[src/rtl/ndro_ctrl_pkg.sv]
// Shared types and constants for the NDRO cell sequencer.
package ndro_ctrl_pkg;

  localparam int unsigned CNT_W   = 4;
  localparam logic [7:0]  ERR_MAX = 8'hFF;

  typedef enum logic [1:0] {
    OP_NOP   = 2'b00,
    OP_SET   = 2'b01,
    OP_RESET = 2'b10,
    OP_READ  = 2'b11
  } ndro_op_t;

  typedef enum logic [2:0] {
    ST_INIT,
    ST_IDLE,
    ST_PULSE,
    ST_GAP,
    ST_WAIT,
    ST_RESP
  } ndro_state_t;

endpackage

[src/rtl/ndro_gap_timer.sv]
// Loadable down-counter; done flags a count of zero. Shared by the GAP and WAIT phases.
module ndro_gap_timer
  import ndro_ctrl_pkg::*;
(
  input  logic             clk,
  input  logic             reset,
  input  logic             load,
  input  logic [CNT_W-1:0] load_val,
  output logic             done
);

  logic [CNT_W-1:0] cnt_q, cnt_d;

  always_comb begin
    cnt_d = cnt_q;
    if (load) begin
      cnt_d = load_val;
    end else if (cnt_q != '0) begin
      cnt_d = cnt_q - CNT_W'(1);
    end
  end

  always_ff @(posedge clk or posedge reset) begin
    if (reset) begin
      cnt_q <= '0;
    end else begin
      cnt_q <= cnt_d;
    end
  end

  assign done = (cnt_q == '0);

endmodule

[src/rtl/ndro_sequencer.sv]
// Command sequencer for one basic_ndro cell: spaced set/reset/clk pulses, timed
// read-back with response handshake, and shadow-bit consistency tracking.
module ndro_sequencer
  import ndro_ctrl_pkg::*;
#(
  parameter int unsigned SEP_CYCLES = 2,
  parameter int unsigned READ_LAT   = 1
) (
  input  logic       clk,
  input  logic       reset,
  input  logic       req_valid,
  output logic       req_ready,
  input  logic [1:0] req_op,
  output logic       rsp_valid,
  input  logic       rsp_ready,
  output logic       rsp_data,
  output logic       ndro_set,
  output logic       ndro_reset,
  output logic       ndro_clk,
  input  logic       ndro_out,
  output logic       shadow,
  output logic       mismatch,
  output logic [7:0] err_count
);

  localparam logic [CNT_W-1:0] SEP_LOAD   = (SEP_CYCLES == 0) ? '0 : CNT_W'(SEP_CYCLES - 1);
  localparam logic [CNT_W-1:0] LAT_LOAD   = CNT_W'(READ_LAT - 1);
  localparam ndro_state_t      POST_STATE = (SEP_CYCLES == 0) ? ST_IDLE : ST_GAP;

  ndro_state_t      state_q, state_d;
  ndro_op_t         op_q, op_d;
  logic             shadow_q, shadow_d;
  logic             rsp_data_q, rsp_data_d;
  logic             mismatch_q, mismatch_d;
  logic [7:0]       err_count_q, err_count_d;
  logic             req_ready_q, req_ready_d;
  logic             rsp_valid_q, rsp_valid_d;
  logic             ndro_set_q, ndro_set_d;
  logic             ndro_reset_q, ndro_reset_d;
  logic             ndro_clk_q, ndro_clk_d;
  logic             tmr_load;
  logic [CNT_W-1:0] tmr_val;
  logic             tmr_done;

  ndro_gap_timer u_timer (
    .clk      (clk),
    .reset    (reset),
    .load     (tmr_load),
    .load_val (tmr_val),
    .done     (tmr_done)
  );

  always_comb begin
    state_d     = state_q;
    op_d        = op_q;
    shadow_d    = shadow_q;
    rsp_data_d  = rsp_data_q;
    mismatch_d  = mismatch_q;
    err_count_d = err_count_q;
    tmr_load    = 1'b0;
    tmr_val     = SEP_LOAD;

    unique case (state_q)
      ST_INIT: begin
        state_d = ST_PULSE;
        op_d    = OP_RESET;
      end
      // req_ready is high exactly while in IDLE, so req_valid alone is the handshake
      ST_IDLE: begin
        if (req_valid && (ndro_op_t'(req_op) != OP_NOP)) begin
          state_d = ST_PULSE;
          op_d    = ndro_op_t'(req_op);
        end
      end
      ST_PULSE: begin
        if (op_q == OP_SET) begin
          shadow_d = 1'b1;
        end else if (op_q == OP_RESET) begin
          shadow_d = 1'b0;
        end
        tmr_load = 1'b1;
        if (op_q == OP_READ) begin
          state_d = ST_WAIT;
          tmr_val = LAT_LOAD;
        end else begin
          state_d = POST_STATE;
        end
      end
      ST_WAIT: begin
        if (tmr_done) begin
          state_d    = ST_RESP;
          rsp_data_d = ndro_out;
          if (ndro_out != shadow_q) begin
            mismatch_d = 1'b1;
            if (err_count_q != ERR_MAX) begin
              err_count_d = err_count_q + 8'd1;
            end
          end
        end
      end
      ST_RESP: begin
        if (rsp_ready) begin
          state_d  = POST_STATE;
          tmr_load = 1'b1;
        end
      end
      ST_GAP: begin
        if (tmr_done) begin
          state_d = ST_IDLE;
        end
      end
      default: state_d = ST_INIT;
    endcase

    // Outputs are registered views of the next state
    req_ready_d  = (state_d == ST_IDLE);
    rsp_valid_d  = (state_d == ST_RESP);
    ndro_set_d   = (state_d == ST_PULSE) && (op_d == OP_SET);
    ndro_reset_d = (state_d == ST_PULSE) && (op_d == OP_RESET);
    ndro_clk_d   = (state_d == ST_PULSE) && (op_d == OP_READ);
  end

  always_ff @(posedge clk or posedge reset) begin
    if (reset) begin
      state_q      <= ST_INIT;
      op_q         <= OP_NOP;
      shadow_q     <= 1'b0;
      rsp_data_q   <= 1'b0;
      mismatch_q   <= 1'b0;
      err_count_q  <= 8'd0;
      req_ready_q  <= 1'b0;
      rsp_valid_q  <= 1'b0;
      ndro_set_q   <= 1'b0;
      ndro_reset_q <= 1'b0;
      ndro_clk_q   <= 1'b0;
    end else begin
      state_q      <= state_d;
      op_q         <= op_d;
      shadow_q     <= shadow_d;
      rsp_data_q   <= rsp_data_d;
      mismatch_q   <= mismatch_d;
      err_count_q  <= err_count_d;
      req_ready_q  <= req_ready_d;
      rsp_valid_q  <= rsp_valid_d;
      ndro_set_q   <= ndro_set_d;
      ndro_reset_q <= ndro_reset_d;
      ndro_clk_q   <= ndro_clk_d;
    end
  end

  assign req_ready  = req_ready_q;
  assign rsp_valid  = rsp_valid_q;
  assign rsp_data   = rsp_data_q;
  assign ndro_set   = ndro_set_q;
  assign ndro_reset = ndro_reset_q;
  assign ndro_clk   = ndro_clk_q;
  assign shadow     = shadow_q;
  assign mismatch   = mismatch_q;
  assign err_count  = err_count_q;

endmodule

[config.mk]
export PLATFORM = sky130hd
export DESIGN_NAME = ndro_sequencer
export DESIGN_NICKNAME = d
export VERILOG_FILES = /design/src/rtl/ndro_ctrl_pkg.sv /design/src/rtl/ndro_gap_timer.sv /design/src/rtl/ndro_sequencer.sv
export SDC_FILE = /design/constraint.sdc
export NUM_CORES = 1
export LEC_CHECK = 0
export ABC_CLOCK_PERIOD_IN_PS = 2500
export CORE_UTILIZATION = 35
export DETAILED_ROUTE_END_ITERATION = 8
export GPL_ROUTABILITY_DRIVEN = 0
export GPL_TIMING_DRIVEN = 0
export HOLD_SLACK_MARGIN = 0.1
export SETUP_SLACK_MARGIN = 0.05
export SYNTH_ARGS = -nofsm -noshare
export SYNTH_HDL_FRONTEND = slang
export SYNTH_HIERARCHICAL = 1
export SYNTH_SLANG_ARGS = --single-unit
[constraint.sdc]
create_clock -name clk -period 2.5 [get_ports clk]
set_input_delay 0.375 -clock clk [delete_from_list [all_inputs] [get_ports clk]]
set_output_delay 0.375 -clock clk [all_outputs]
set_load 0.005 [all_outputs]
==> run_results.csv <==
group,metric,value,unit
outcome,status,"finished clean",
yosys,syn_inst,124,
worst_setup_path,path_delay_family,"simple AND/OR/NAND/NOR gates",
die,initial_core_util,37.4,%
clock_network,h-tree-depth,1,
route,post-route-drc-count,0,
power_and_ir_drop,powerDensity,731,nW/um^2
worst_setup_path,r2r_slack,0.40,ns
route,num_vias,968,
final_layout,diodes,0,
yosys,synth_top_area_cell,"dfrtp_1",
power_and_ir_drop,leakage,0.711,nW
yosys,ys_warn_count,6,
clock_network,clock_latency,0.32,ns
worst_setup_path,rr_worst_depth,8,
hold_path,hp-class,"in2async",
yosys,synthTopCellsByArea,"dfrtp_1 (49%), mux2_2 (4.4%), ha_1 (3.9%)",
timing,maxSlewViolCount,0,
timing,fin_ws,0.402,ns
yosys,seq_area_frac_synth,49.0,%
worst_setup_path,crit_fanout,9,
clock_network,clock-root-buffer,"clkbuf_4",
yosys,yosysMostFrequentCell,"dfrtp_1",
worst_setup_path,slowest_delay,0.41,ns
global_routing,grt_first_pass_wirelength,4.23,mm
timing,slew_headroom,45.3,%
global_routing,grt.met3_usage,1.64,%
global_routing,antenna_found_initial,0,
global_routing,grtUsageMet1,16.6,%
route,avgViaCountPerCell,4.89,
clock_network,cts_buffers,3,
global_routing,busiest_layer,"met2",
die,die_w,62.4,um
final_layout,nFillCells,344,
global_routing,grt_use_total,13.6,%
timing,min_period_over_period,83.9,%
yosys,yosysTopAreaCellShare,49.0,%
die,num_io_pins,23,
timing,period_needed,2.10,ns
power_and_ir_drop,netSwitchingFraction,33.7,%
worst_setup_path,crit_cells,8,
clock_network,cts_tree,"done",
power_and_ir_drop,total_power,1.16,mW
power_and_ir_drop,max-vdd-ir-drop,434,uV
timing,setup-violations-final,0,
global_routing,overflow,0,
route,antenna_left,0,
clock_network,clock_path_buffers,2,
place,port_buffers,22,
yosys,async_reset_ff_share,100,%
yosys,synth_area_per_cell,10.3,um^2
timing,clock.fmax,0.477,GHz
yosys,synthTopCellsByCount,"dfrtp_1 (25), nand2_1 (13), nor2_1 (9), o21ai_0 (9), inv_1 (8)",
timing,worstMarginPinSlew,0.820,ns
final_layout,drive_above_1_share,10.5,%
worst_setup_path,crit_type,"reg2reg",
power_and_ir_drop,p_seq_share,47.8,%
timing,hold_viol,0,
worst_setup_path,cp_slowest_cell,"dfrtp_1",
worst_setup_path,path_cells,"inv_1 -> ha_1 -> nor3b_4 -> and4bb_1 -> and2_1 -> buf_6 -> o21ai_2 -> mux2_4",
clock_network,ctsResizeCount,0,
power_and_ir_drop,internal_power,0.771,mW
route,dr.pass1.iters,4,
worst_setup_path,cp_data_required_time,2.72,ns
worst_setup_path,worst_setup_path_start_kind,"flip-flop",
place,dpl.hpwl,1.74,mm
die,rows,21,
clock_network,clkTransAtPathRegs,0.14,ns
timing,whs,0.247,ns
die,die-area,3900,um^2
power_and_ir_drop,p_clk_share,15.6,%
run,drv_cap,0,
route,drt_iter0_markers,47,
yosys,ys_types,37,
worst_setup_path,worstPathArrival,2.32,ns
timing,setup_tns,0,ns
route,wirelength,2.36,mm
yosys,synth_seq_cells,25,
worst_setup_path,critPathBufInv,2,
power_and_ir_drop,p_switching,0.391,mW
clock_network,cts_sinks,25,
yosys,synth_edf_count,0,
place,place_ws,0.391,ns
power_and_ir_drop,comb_power_share,36.6,%
clock_network,cts_setup_buffers,0,
global_routing,grt_pass1_vias,980,
global_routing,grt_use_met2,23.8,%
yosys,synth_ff_type,"dfrtp_1",
route,post_drt_wl_per_cell,11.9,um
timing,fin_skew,0.00478,ns
timing,rsz0062_at_grt,"no",
yosys,synth_area,1280,um^2
final_layout,syn_to_final_growth,24.5,%
global_routing,grt_max_degree,22,
die,core,3420,um^2
worst_setup_path,endpoint_kind,"flip-flop",
die,die_h,62.4,um
clock_network,postCtsHoldBufs,0,
final_layout,final_nets,164,
cell usage in the layout, fill, tap and decap left out, types with 2 or more instances in the layout:
cell type,Yosys,layout
o21ai_0,9,9
and4_1,2,2
clkbuf_1,3,3
clkbuf_4,0,3
dfrtp_1,25,25
nor2_1,9,9
nor3_1,2,2
and2_1,2,2
ha_1,4,4
nor2b_1,2,2
clkdlybuf4s50_1,0,22
xnor2_1,5,5
a31oi_1,2,2
nand3_1,4,4
nand4_1,2,2
nand2_1,13,13
inv_1,8,8
mux2_4,2,2
nor3b_1,2,2
conb_1,1,3
mux2_2,5,5
a21oi_1,4,4
mux2i_1,2,2
per-stage QoR:
stage	area [um^2]	util, %	instances
floorplan	1280	-	126
global placement	1560	45.8	194
detailed placement	1560	45.8	194
CTS	1590	46.6	198
global route	1590	46.6	198
finish	1590	46.6	198
routing by layer:
metal | routed length (um) | part of all wire [%] | vias to the layer above
met1 | 1130 | 48 | 459
met2 | 1140 | 48 | 17
met5 | 0 | 0 | -
met3 | 64 | 2.7 | 4
li1 | - | - | 488
met4 | 34 | 1.4 | 0
cell type report:
cell class              count  area (um^2)  share of cell area, %
plain buffers               4         22.5                   1.42
clock buffers               3         22.5                   1.42
clock inverters             1         5.00                  0.315
inverters                   8         30.0                   1.89
multi-input cells          89          607                   38.2
flip-flops and latches     25          626                   39.3
well taps                  46         57.6                   3.62
repair buffers             22          220                   13.8
worst paths after layout:
check,startpoint,end
min,reset,u_timer/cnt_q[3]$_DFFE_PP0P_
max in group asynchronous,reset,err_count[7]$_DFFE_PP0P_
min reg2reg,mismatch$_DFFE_PP0P_,mismatch$_DFFE_PP0P_
max,u_timer/cnt_q[0]$_DFFE_PP0P_,err_count[1]$_DFFE_PP0P_
max reg2reg,u_timer/cnt_q[0]$_DFFE_PP0P_,err_count[1]$_DFFE_PP0P_
min in group clk,mismatch$_DFFE_PP0P_,mismatch$_DFFE_PP0P_
sequential cells by signal (all words and copies together) (netlist names):
signal	count
rsp_data	1
ndro_set	1
op_q	2
mismatch	1
rsp_valid	1
err_count	8
ndro_clk	1
shadow	1
req_ready	1
state_q	3
ndro_reset	1
u_timer/cnt_q	4
power by group through the flow:
stage | clock network (mW) | registers (mW) | logic (mW)
2_1_floorplan | 0 | 0.552 | 0.306
3_3_place_gp | 0 | 0.563 | 0.411
3_5_place_dp | 0 | 0.566 | 0.426
4_1_cts | 0.195 | 0.557 | 0.430
5_1_grt | 0.213 | 0.571 | 0.476
6_report | 0.181 | 0.556 | 0.425
kinds of logic after synthesis:
kind of cell	after synthesis	share of synthesized area, %
AOI/OAI and AO/OA	22	10.6
and+or+nand+nor	45	19.7
buffers and inverters	12	4.11
muxes	9	8.33
DFF	25	49.0
adders and majority gates	4	3.92
xor gates and xnor gates	6	4.11
other	1	0.294
Power figures use the tool's default switching activity.
